### config.mk
export PLATFORM = sky130hd
export DESIGN_NAME = valve_drive_sequencer
export DESIGN_NICKNAME = d
export VERILOG_FILES = /design/src/rtl/valve_drive_sequencer.sv
export SDC_FILE = /design/constraint.sdc
export NUM_CORES = 1
export LEC_CHECK = 0
export CAP_MARGIN = 5
export CORE_UTILIZATION = 57
export DETAILED_ROUTE_END_ITERATION = 16
export HOLD_SLACK_MARGIN = 0.1
export MAX_ROUTING_LAYER = met4
export PLACE_DENSITY = 0.79
export SYNTH_ARGS = -nofsm -noshare
export SYNTH_HDL_FRONTEND = slang
export SYNTH_SLANG_ARGS = --single-unit
### constraint.sdc
create_clock -name clk -period 2.35 [get_ports clk]
set_input_delay 0.235 -clock clk [delete_from_list [all_inputs] [get_ports clk]]
set_output_delay 0.235 -clock clk [all_outputs]
set_load 0.01 [all_outputs]
### src/rtl/valve_drive_sequencer.sv
// Valve drive sequencer: staggered valve openings, minimum off time, fault shutdown.
// Optional max-on watchdog enabled by defining VALVE_DRV_WDOG_EN.
module valve_drive_sequencer #(
  parameter int unsigned NUM_VALVES  = 4,
  parameter int unsigned STAGGER_CYC = 8,
  parameter int unsigned MIN_OFF_CYC = 16,
  parameter int unsigned MAX_ON_CYC  = 1024
) (
  input  logic                  clk,
  input  logic                  reset,
  input  logic [NUM_VALVES-1:0] req,
  input  logic                  fault_in,
  input  logic                  fault_clr,
  output logic [NUM_VALVES-1:0] valve_on,
  output logic [NUM_VALVES-1:0] timeout,
  output logic                  fault_latched,
  output logic                  busy
);

  localparam int unsigned STAG_W = $clog2(STAGGER_CYC + 1);
  localparam int unsigned OFF_W  = $clog2(MIN_OFF_CYC + 1);

  typedef enum logic [1:0] {
    CLOSED   = 2'd0,
    PENDING  = 2'd1,
    OPEN     = 2'd2,
    COOLDOWN = 2'd3
  } ch_state_t;

  ch_state_t             state     [NUM_VALVES];
  ch_state_t             state_nxt [NUM_VALVES];
  logic [OFF_W-1:0]      off_cnt     [NUM_VALVES];
  logic [OFF_W-1:0]      off_cnt_nxt [NUM_VALVES];
  logic [STAG_W-1:0]     stagger_cnt;
  logic [STAG_W-1:0]     stagger_nxt;
  logic                  fault_nxt;
  logic                  fault_any;
  logic                  granted;
  logic [NUM_VALVES-1:0] valve_on_nxt;
  logic                  busy_nxt;
  logic [NUM_VALVES-1:0] timeout_nxt;

`ifdef VALVE_DRV_WDOG_EN
  localparam int unsigned ON_W = $clog2(MAX_ON_CYC + 1);
  logic [ON_W-1:0]       on_cnt     [NUM_VALVES];
  logic [ON_W-1:0]       on_cnt_nxt [NUM_VALVES];
  logic [NUM_VALVES-1:0] timeout_q;

  assign timeout = timeout_q;
`else
  assign timeout = '0;
`endif

  assign fault_any = fault_in | fault_latched;

  // Next-state logic for all channels, the shared stagger slot and the fault latch
  always_comb begin
    stagger_nxt  = stagger_cnt;
    fault_nxt    = fault_in | (fault_latched & ~fault_clr);
    granted      = 1'b0;
    valve_on_nxt = '0;
    busy_nxt     = 1'b0;
    timeout_nxt  = '0;
    for (int i = 0; i < int'(NUM_VALVES); i++) begin
      state_nxt[i]   = state[i];
      off_cnt_nxt[i] = off_cnt[i];
`ifdef VALVE_DRV_WDOG_EN
      on_cnt_nxt[i]  = on_cnt[i];
      timeout_nxt[i] = req[i] & timeout_q[i];
`endif
    end

    for (int i = 0; i < int'(NUM_VALVES); i++) begin
      case (state[i])
        CLOSED: begin
          if (req[i] && !timeout[i] && !fault_any) state_nxt[i] = PENDING;
        end
        PENDING: begin
          if (!req[i] || fault_any) begin
            state_nxt[i] = CLOSED;
          end else if (!granted && stagger_cnt == '0) begin
            // Loop order gives the lowest pending index the slot
            state_nxt[i] = OPEN;
            granted      = 1'b1;
`ifdef VALVE_DRV_WDOG_EN
            on_cnt_nxt[i] = '0;
`endif
          end
        end
        OPEN: begin
          if (!req[i] || fault_any) begin
            state_nxt[i]   = COOLDOWN;
            off_cnt_nxt[i] = '0;
          end
`ifdef VALVE_DRV_WDOG_EN
          else if (on_cnt[i] == ON_W'(MAX_ON_CYC - 1)) begin
            state_nxt[i]   = COOLDOWN;
            off_cnt_nxt[i] = '0;
            timeout_nxt[i] = 1'b1;
          end else begin
            on_cnt_nxt[i] = on_cnt[i] + ON_W'(1);
          end
`endif
        end
        COOLDOWN: begin
          if (off_cnt[i] == OFF_W'(MIN_OFF_CYC - 1)) begin
            state_nxt[i] = CLOSED;
          end else if (off_cnt[i] < OFF_W'(MIN_OFF_CYC - 1)) begin
            off_cnt_nxt[i] = off_cnt[i] + OFF_W'(1);
          end
        end
        default: state_nxt[i] = CLOSED;
      endcase
    end

    if (granted) begin
      stagger_nxt = STAG_W'(STAGGER_CYC - 1);
    end else if (stagger_cnt != '0) begin
      stagger_nxt = stagger_cnt - STAG_W'(1);
    end

    for (int i = 0; i < int'(NUM_VALVES); i++) begin
      valve_on_nxt[i] = (state_nxt[i] == OPEN);
      busy_nxt        = busy_nxt | (state_nxt[i] != CLOSED);
    end
  end

  // State and registered outputs; reset closes every valve immediately
  always_ff @(posedge clk or posedge reset) begin
    if (reset) begin
      for (int i = 0; i < int'(NUM_VALVES); i++) begin
        state[i]   <= CLOSED;
        off_cnt[i] <= '0;
      end
      stagger_cnt   <= '0;
      fault_latched <= 1'b0;
      valve_on      <= '0;
      busy          <= 1'b0;
    end else begin
      for (int i = 0; i < int'(NUM_VALVES); i++) begin
        state[i]   <= state_nxt[i];
        off_cnt[i] <= off_cnt_nxt[i];
      end
      stagger_cnt   <= stagger_nxt;
      fault_latched <= fault_nxt;
      valve_on      <= valve_on_nxt;
      busy          <= busy_nxt;
    end
  end

`ifdef VALVE_DRV_WDOG_EN
  // Per-channel on-timers and sticky trip flags
  always_ff @(posedge clk or posedge reset) begin
    if (reset) begin
      for (int i = 0; i < int'(NUM_VALVES); i++) on_cnt[i] <= '0;
      timeout_q <= '0;
    end else begin
      for (int i = 0; i < int'(NUM_VALVES); i++) on_cnt[i] <= on_cnt_nxt[i];
      timeout_q <= timeout_nxt;
    end
  end
`else
  logic unused_timeout_nxt;
  assign unused_timeout_nxt = ^timeout_nxt;
`endif

endmodule
==> impl_results.md, run 1 <==
* Post-CTS Setup Inserts at 0
* Clock Tree Root: clkbuf_8
* Clock share of power at 26.4%
* Combinational power share at 29.5%
* DRC at 0
* Largest net degree at the start of global routing at 22
* CTS tree: done
* Worst vdd ir at 0.000641 V
* Synth cell types at 52
* Drt wl/cell at 15.4 µm
* Final setup fails at 0
* Post-cts hold buffer count at 0
* Initial antenna violation count at 0
* Die X at 63.3 µm
* CP Max Fanout at 5
* DR vias/cell at 6.07
* Number of port buffers at 13
* Reg power frac at 44.1%
* Die Y at 63.3 µm
* Clock latency at the later pin of the worst-skew pair at 300 ps
* P_leak at 0.00112 µW
* Pint at 1640 µW
* Sw Ratio at 35.4%
* Share of layout cells above drive strength 1 at 10.4%
* WL final at 4400 µm
* Cell count after synthesis at 223
* Die area at 4010 µm²
* Grt ovf at 0
* Achievable Freq at 0.459 GHz
* Period utilisation layout at 92.7%
* Drt first pass iters at 4
* Row cnt at 21
* Status: finished, final reports clean
* Initial detailed-routing violation count at 116
* Core area at 3470 µm²
* TNS Setup at 0 ps
* Number of I/O pins at 18
* Yosys reg bits at 38
* Syn avg cell area at 9.61 µm²
* Post-synth EDFFs at 0
* CTS Buf Count at 5
* Layout Utilization at 70.6%
* ANT cells at 0
* Routed Antenna Nets at 0
* DPL Wire Length at 3090 µm
* # fillers at 277
* Post-CTS sizing at 0
* Skew final at 10.9 ps
* Crit path DAT at 2360 ps
* Max Root-Sink Buffers at 2
* Post-Syn Area at 2140 µm²
* Ys flop type: dfrtp_1
* Final Critical Period at 2180 ps
* DR vias at 1,735
* Synth Warn # at 0
* Nets at 256
* RSZ-0062 raised after global routing: no
* Clock sinks at 38
* Crit path required time at 2530 ps
* Final Hold Fails at 0
* GRT Total Usage at 25.2%
* RePlAce Congestion at 0.909
* Crit path launch type: flop
* PD cells at 1030 nW/µm²
* Post-synthesis sequential area ratio at 44.4%
* Starting density of the core at 61.8%
* Fin. max-slew vios at 0
* Design area at 2450 µm²
* Global-route wire length before repair at 7700 µm
* Htree depth at 2
* Crit Path Class: flop to flop
* Placed cell area at 2310 µm²
* Psw at 896 µW
* Async SR Flop Fraction at 100%
* Vias in the first global route at 1,738
* Hold WC Path Type: primary input to async pin
* Critical Path Sink Type: flop
* Max Cap Viol at 0
* Clock-pin slew on the worst setup and hold paths at 80 ps
* Area Growth Syn to Fin at 14.3%
[logic make-up (layout without fill, tap and decap cells)]
group / after synthesis / after routing / share of synthesized area [%]
simple gates: 84 / 84 / 23.2
compound gates: 61 / 61 / 18.9
flops: 38 / 38 / 44.4
buf+inv: 23 / 37 / 4.73
fa+ha+maj: 9 / 9 / 5.25
mux: 6 / 6 / 2.98
other cells: 1 / 4 / 0.175
xor+xnor: 1 / 1 / 0.409
[power by group through the flow]
stage	sequential, µW	clock [µW]	combinational (µW)
floorplan	1000	0	638
global placement	1090	0	685
detailed placement	1110	0	744
CTS	1110	679	746
global route	1160	707	844
finish	1120	669	746
[worst paths after layout]
path / to / depth (start not counted) / slack, ps / startpoint
worst max-delay path: off_cnt[10]$_DFFE_PP0P_ / 7 / 170 / off_cnt[10]$_DFFE_PP0P_
worst min-delay path: valve_on[2]$_DFF_PP0_ / 3 / 270 / reset
worst max register to register: off_cnt[10]$_DFFE_PP0P_ / 7 / 170 / off_cnt[10]$_DFFE_PP0P_
worst min register to register: off_cnt[19]$_DFFE_PP0P_ / 2 / 540 / off_cnt[19]$_DFFE_PP0P_
max in group asynchronous: off_cnt[15]$_DFFE_PP0P_ / 3 / 1830 / reset
min in group clk: fault_latched$_DFF_PP0_ / 3 / 530 / fault_clr
[per-layer routing]
layer / global-route usage [%] / share of wire (%)
met5: - / 0
met4: 9.38 / 1.2
met3: 6.16 / 4.0
met2: 40.4 / 47
met1: 30.7 / 48
[per-stage QoR]
step	power (µW)	std cells	hold slack [ps]	worst slack (ps)
CTS	2530	286	273	156
detailed placement	1860	278	525	170
finish	2530	286	266	172
global route	2710	286	315	52.1
global placement	1780	278	513	354
floorplan	1640	226	331	450
[sequential cells by signal, indices dropped and copies added, names as in the netlist]
register,cells
stagger_cnt,4
valve_on,4
fault_latched,1
busy,1
state,8
off_cnt,20
[synth_stat cells, types with 4 or more instances]
cell | count | share of area (%)
nand3_1 | 6 | 1.4
or3b_2 | 4 | 1.6
clkbuf_1 | 6 | 1.1
nand2b_1 | 5 | 1.5
o21ai_0 | 15 | 3.5
a21oi_1 | 14 | 3.3
inv_1 | 13 | 2.3
ha_1 | 9 | 5.3
buf_4 | 4 | 1.4
nand4_1 | 9 | 2.6
nor2_1 | 12 | 2.1
a22o_1 | 5 | 2.0
and3_1 | 8 | 2.3
dfrtp_1 | 38 | 44
nand2_1 | 16 | 2.8
[placed cells by master (no fill, tap or decap), types with 3 or more instances in the layout]
cell	n
dfrtp_1	38
nand2_1	16
o21ai_0	15
a21oi_1	14
inv_1	13
clkdlybuf4s50_1	13
nor2_1	12
nand4_1	9
ha_1	9
and3_1	8
nand3_1	6
nand2b_1	5
a22o_1	5
clkbuf_8	5
or3b_2	4
conb_1	4
a21o_1	3
nor3b_1	3
mux2i_1	3
and4_1	3
nor2b_1	3
mux2_2	3
buf_4	3
[layout make-up]
cell class | count | area [µm²] | share of cell area [%]
timing repair buffer | 16 | 153 | 6.23
sequential | 38 | 951 | 38.8
tap | 46 | 57.6 | 2.35
inverter | 13 | 48.8 | 1.99
clock buffer | 5 | 68.8 | 2.81
clock inverter | 3 | 68.8 | 2.81
multi-input combinational | 165 | 1100 | 45.0
[worst max-delay path: stages (launching register included)]
cell	delay, ps
dfrtp_1	430
ha_1	230
and3_1	180
ha_1	200
nor3b_1	340
and2_1	220
o21ai_1	140
mux2_2	320
(Power assumes the default switching activity.)
==> inputs of run 2 (changes only) <==
CAP_MARGIN = 20   (was 5)
==> results of run 2 <==
Final layout, timing and power as in run 1 (identical DEF).
==> inputs of run 3 (changes only) <==
CORE_MARGIN = 5   (was not set)
==> impl_results.md, run 3 (synthesis results as in run 1) <==
* Clock Tree Root: clkbuf_8
* Number of I/O pins at 18
* Vias in the first global route at 1,535
* Pwr Total at 2240 µW
* Die Y at 71.3 µm
* Htree depth at 2
* Most flops, register: off_cnt
* Final Critical Period at 2110 ps
* RSZ-0062 raised after global routing: no
* Die area at 5090 µm²
* TNS Setup at 0 ps
* Die X at 71.3 µm
* Nets at 254
* Drt wl/cell at 13.6 µm
* Worst hold slack at 359 ps
* Final Hold Fails at 0
* GRT Total Usage at 16.4%
* Clock latency at the later pin of the worst-skew pair at 290 ps
* Crit path required time at 2530 ps
* Row cnt at 22
* Crit Path Class: flop to flop
* Critical R2R Launch: off_cnt[10]$_DFFE_PP0P_
* Commonest non-fill, non-tap cell in the layout: dfrtp_1
* Reg2reg setup slack at 240 ps
* CTS tree: done
* Hold WC Path Type: primary input to async pin
* Initial detailed-routing violation count at 97
* ANT cells at 0
* Clock sinks at 38
* Layout Utilization at 65.1%
* Initial antenna violation count at 0
* Fin. max-slew vios at 0
* Core area at 3660 µm²
* Commonest cells after routing, fill and taps aside: dfrtp_1 (38), nand2_1 (16), o21ai_0 (15)
* Period utilisation layout at 89.7%
* Post-CTS Setup Inserts at 0
* CTS Buf Count at 5
* Grt ovf at 0
* DRC at 0
* Area Growth Syn to Fin at 11.1%
* CP endpoint: off_cnt[10]$_DFFE_PP0P_
* Post-cts hold buffer count at 0
* Drt first pass iters at 4
* CP Max Fanout at 5
* Routed Antenna Nets at 0
* P_leak at 0.00109 µW
* Share of layout cells above drive strength 1 at 8.90%
* Setup crit start: off_cnt[10]$_DFFE_PP0P_
* Clock-pin slew on the worst setup and hold paths at 70 ps
* PD cells at 942 nW/µm²
* Crit path launch type: flop
* Starting density of the core at 58.5%
* # fillers at 323
* RePlAce Congestion at 0.847
* Status: finished, final reports clean
* Crit Reg-Reg Endpoint: off_cnt[10]$_DFFE_PP0P_
* Max Root-Sink Buffers at 2
* Largest net degree at the start of global routing at 39
* DR vias/cell at 5.81
* Crit path DAT at 2280 ps
* Final setup fails at 0
* Critical Path Sink Type: flop
* Max reg flops at 20
* Top flop regs: off_cnt x20, state x8
* Skew final at 4.76 ps
* Max Cap Viol at 0
* Worst vdd ir at 0.000564 V
* R2R cell count at 7
* Post-CTS sizing at 0
* DPL Wire Length at 2700 µm
* WL final at 3850 µm
* Number of port buffers at 13
* DR vias at 1,651
* Global-route wire length before repair at 6520 µm
* Achievable Freq at 0.474 GHz
run 3: worst min path at each step:
stage / to / slack [ps] / cells past startpoint
6_report: valve_on[2]$_DFF_PP0_ / 360 / 3
4_1_cts: off_cnt[12]$_DFFE_PP0P_ / 380 / 3
2_1_floorplan: fault_latched$_DFF_PP0_ / 330 / 1
3_3_place_gp: off_cnt[4]$_DFFE_PP0P_ / 520 / 2
5_1_grt: state[5]$_DFF_PP0_ / 430 / 3
3_5_place_dp: off_cnt[4]$_DFFE_PP0P_ / 520 / 2
run 3: metrics by stage:
stage / setup WS [ps] / std cells / area [µm²]
after floorplan: 450 / 226 / 2150
after global placement: 281 / 278 / 2300
after detailed placement: 219 / 278 / 2300
after CTS: 249 / 284 / 2380
after global routing: 125 / 284 / 2380
final: 242 / 284 / 2380
run 3: where the power goes:
part,switching (µW),total (µW),internal [µW]
registers,254,1100,845
logic,348,709,361
clock network,210,436,226
run 3: per-layer routing:
| metal | part of all wire, % | GRT usage [%] | vias to the layer above |
|---|---|---|---|
| li1 | - | - | 844 |
| met1 | 51 | 21.0 | 786 |
| met2 | 45 | 24.8 | 16 |
| met3 | 3.1 | 5.19 | 5 |
| met4 | 1.2 | 5.01 | 0 |
| met5 | 0 | - | - |
run 3: critical path, stage by stage, from the launching register on:
cell	delay, ps
dfrtp_1	420
ha_1	230
and3_1	190
ha_1	190
nor3b_1	320
and2_1	220
o21ai_1	130
mux2_2	300
run 3: final cells by class:
class	count	area, µm²	area share (%)
Inverter	13	48.8	2.05
Tap cell	48	60.1	2.52
Multi-Input combinational cell	165	1100	46.3
Clock buffer	6	82.6	3.47
Timing Repair Buffer	14	138	5.78
Sequential cell	38	951	39.9
==> patch 1: new RTL, config.mk and constraints of run 3 <==
Set the parameter `MIN_OFF_CYC` to 32 (it was 16).
--- a/src/rtl/valve_drive_sequencer.sv
+++ b/src/rtl/valve_drive_sequencer.sv
@@ -5,3 +5,3 @@
   parameter int unsigned STAGGER_CYC = 8,
-  parameter int unsigned MIN_OFF_CYC = 16,
+  parameter int unsigned MIN_OFF_CYC = 32,
   parameter int unsigned MAX_ON_CYC  = 1024
Behaviour: same outputs for any inputs over 10 cycles, from zero or initial values and one cycle with reset high; that may be too few to reach the edited logic, so the function may still have changed.
==> patch 1 against run 3 <==
  * Sequential cell count is 4 higher
  * Routed wire length is 14% higher
  * Synthesized area is 12% higher
  * Sequential share of layout area is 0.29 points higher
  * Total power is 34% higher
  * Core utilization is 0.20 points lower
  * Highest routed layer unchanged
  * Final area is 9.7% higher
  * Setup slack better by 220 ps
==> patch 1: results (changes against run 3) <==
status=finished, final reports clean; multi-input combinational area share=46.6% (+0.35 points); Critical Path Source=off_cnt[0]$_DFFE_PP0P_; Seq cells post-synth=42 (+11%); synth top area cells=dfrtp_1 (44%), nand2_1 (3.6%), nor2_1 (2.8%); Hold WS=296 ps (-63.7 ps); register area=0.00105 mm^2 (+11%); Crit-path slowest cell=o32ai_2; layout cell share with drive strength beyond 1=12.3% (+3.4 points); Leak=1.14 nW (+5.0%); xor/xnor cell area share of the yosys netlist=0.366% (-0.043 points); crit path DAT=2090 ps (-190 ps); first-pass GRT wire length=7.61 mm (+17%); critical path endpoint=off_cnt[2]$_DFFE_PP0P_; fmax=529 MHz (+11%); vias per inst=5.93 (+2.0%); vias in the first global route=1703 (+11%); total global routing track utilization=18.3% (+1.9 points); Worst path max stage delay=490 ps (+70 ps); sequential-to-total area share from yosys stat=43.9% (-0.48 points); final net count=266 (+4.7%); adder-cell share of the synthesized area=2.61% (-2.6 points); syn_area_per_cell=9.94 um^2 (+3.4%); R2R setup slack=460 ps (+220 ps); CP max FO=8 (+3); Iter 0 DRT Violations=148 (+53%); reg2reg path depth=5 (-2)
## patch 1: metal layers
layer  wire length, um  up-vias  GRT usage (%)
met1              2090      847           24.1
li1                  -      898              -
met5                 0        -              -
met3               256       12           4.14
met2              1960       40           27.1
met4                97        0           7.91
## patch 1: worst min-delay path by stage
stage,end,startpoint
5_1_grt,off_cnt[16]$_DFFE_PP0P_,reset
3_3_place_gp,off_cnt[11]$_DFFE_PP0P_,off_cnt[11]$_DFFE_PP0P_
2_1_floorplan,valve_on[3]$_DFF_PP0_,req[3]
3_5_place_dp,off_cnt[11]$_DFFE_PP0P_,off_cnt[11]$_DFFE_PP0P_
4_1_cts,off_cnt[7]$_DFFE_PP0P_,reset
6_report,off_cnt[16]$_DFFE_PP0P_,reset
## patch 1: where the power goes
group / internal, W / switching (W)
combinational: 0.000618 / 0.000581
clock: 0.000199 / 0.000242
sequential: 0.000996 / 0.000362
==> patch 2: new RTL, settings of run 3 <==
Made on the original files. Put one more register stage on the output `valve_on`, cleared by the reset. The value now appears one clock later. The other outputs are not delayed to match.
--- a/src/rtl/valve_drive_sequencer.sv
+++ b/src/rtl/valve_drive_sequencer.sv
@@ -28,2 +28,4 @@
   } ch_state_t;
+
+  logic [NUM_VALVES-1:0] valve_on_s0;
 
@@ -136,3 +138,3 @@
       fault_latched <= 1'b0;
-      valve_on      <= '0;
+      valve_on_s0   <= '0;
       busy          <= 1'b0;
@@ -145,3 +147,3 @@
       fault_latched <= fault_nxt;
-      valve_on      <= valve_on_nxt;
+      valve_on_s0   <= valve_on_nxt;
       busy          <= busy_nxt;
@@ -166,2 +168,10 @@
 
+  always_ff @(posedge clk or posedge reset) begin
+    if (reset) begin
+      valve_on <= '0;
+    end else begin
+      valve_on <= valve_on_s0;
+    end
+  end
+
 endmodule
Function: changed (a bounded check fails within 4 cycles, from zero or initial values and one cycle with reset high).
==> patch 2 against run 3 <==
  * Count of clock-buffer cells in the layout increased by 1
  * Non-clock buffer count increased by 4
  * Via count increased by 4.2%
  * Critical path type unchanged
  * Synthesized area increased by 5.1%
  * Sequential cell count increased by 4
  * First-iteration DRC count increased by 15%
  * Final area increased by 4.8%
  * Hold slack got worse by 11 ps
  * Maximum frequency about the same
  * Total power increased by 23%
  * Setup slack got worse by 0.92 ps
  * Routed wire length increased by 5.6%
==> patch 2: results (changes against run 3) <==
status=finished, final reports clean; Routed WL per cell=13.5 um (-0.41%); Post-synth top cells=dfrtp_1 (42), nand2_1 (26), nor2_1 (16), o21ai_0 (16), inv_1 (15); largest net degree at the start of global routing=43 (+10%); adder-cell share of the synthesized area=5.00% (-0.26 points); syn_area_per_cell=9.51 um^2 (-1.1%); Iter 0 DRT Violations=112 (+15%); critical path endpoint=off_cnt[12]$_DFFE_PP0P_; Antenna diodes=0 (unchanged); FILL cells=321 (-0.62%); layout cell share with drive strength beyond 1=8.30% (-0.60 points); via count=1721 (+4.2%); mux contribution to synthesized area=2.78% (-0.20 points); final instance area=0.00250 mm^2 (+4.8%); placement-stage cell area=0.00242 mm^2 (+5.2%); hold crit path type=flip-flop to flip-flop; DP Cell Count=294 (+5.8%); post-synthesis compound-gate area fraction=15.4% (-3.5 points); WHS Path Cells=0; Leak=1.18 nW (+8.4%); first-pass GRT wire length=7.31 mm (+12%); initial antenna violation count=0 (unchanged); synth unique cells=46 (-12%); reg2reg path depth=7 (unchanged); CP max FO=5 (unchanged); minimum clock period=2110 ps (+0.919 ps); RePlAce Congestion=0.890 (+5.0%); Ys Warns=0 (unchanged); vias in the first global route=1639 (+6.8%); dpl hpwl=3.00 mm (+11%); final wirelength=4.07 mm (+5.6%); crit path DAT=2280 ps (about the same); VDD IR max=0.724 mV (+28%); # Post-CTS Setup Buffers=0 (unchanged); pre-CTS WS=253 ps (+34.3 ps); sequential-to-total area share from yosys stat=46.6% (+2.3 points); xor/xnor cell area share of the yosys netlist=0.777% (+0.37 points); Hold WS=348 ps (-11.0 ps); Crit path max-delay family=simple AND/OR/NAND/NOR gates; post-CTS sizing=0 (unchanged); final net count=270 (+6.3%); total global routing track utilization=18.0% (+1.6 points); Min-Delay Endpoint=valve_on[1]$_DFF_PP0_; synth top area cells=dfrtp_1 (47%), ha_1 (5.0%), nand2_1 (4.3%); Final Skew=3.05 ps (-1.70 ps); Post-synth ARST share=100% (unchanged); R2R setup slack=240 ps (about the same); H-tree levels=2 (unchanged)
patch 2: cell count changes after synthesis, sizes merged, moves of 3 or more:
cell,change
dfrtp,+4
nand2,+10
nor4b,+4
a21oi,-6
buf,+3
nor2,+4
and4,-3
patch 2: area by class of cell:
type / count / area share [%]
Clock buffer: 7 / 3.06
Multi-Input combinational cell: 171 / 43.5
Timing Repair Buffer: 18 / 6.72
Tap cell: 48 / 2.41
Inverter: 15 / 2.26
Sequential cell: 42 / 42.1
patch 2: layer usage:
metal / GRT usage (%) / vias up / share of wire (%)
li1: - / 868 / -
met1: 21.9 / 827 / 45
met2: 28.9 / 19 / 50
met3: 4.68 / 7 / 3.3
met4: 6.56 / 0 / 1.7
met5: - / - / 0
patch 2: power breakdown:
group | internal [W] | switching [W] | total (W)
logic | 0.000501 | 0.000496 | 0.000997
clock network | 0.000205 | 0.000226 | 0.000430
registers | 0.000988 | 0.000339 | 0.00133
total | 0.00169 | 0.00106 | 0.00275
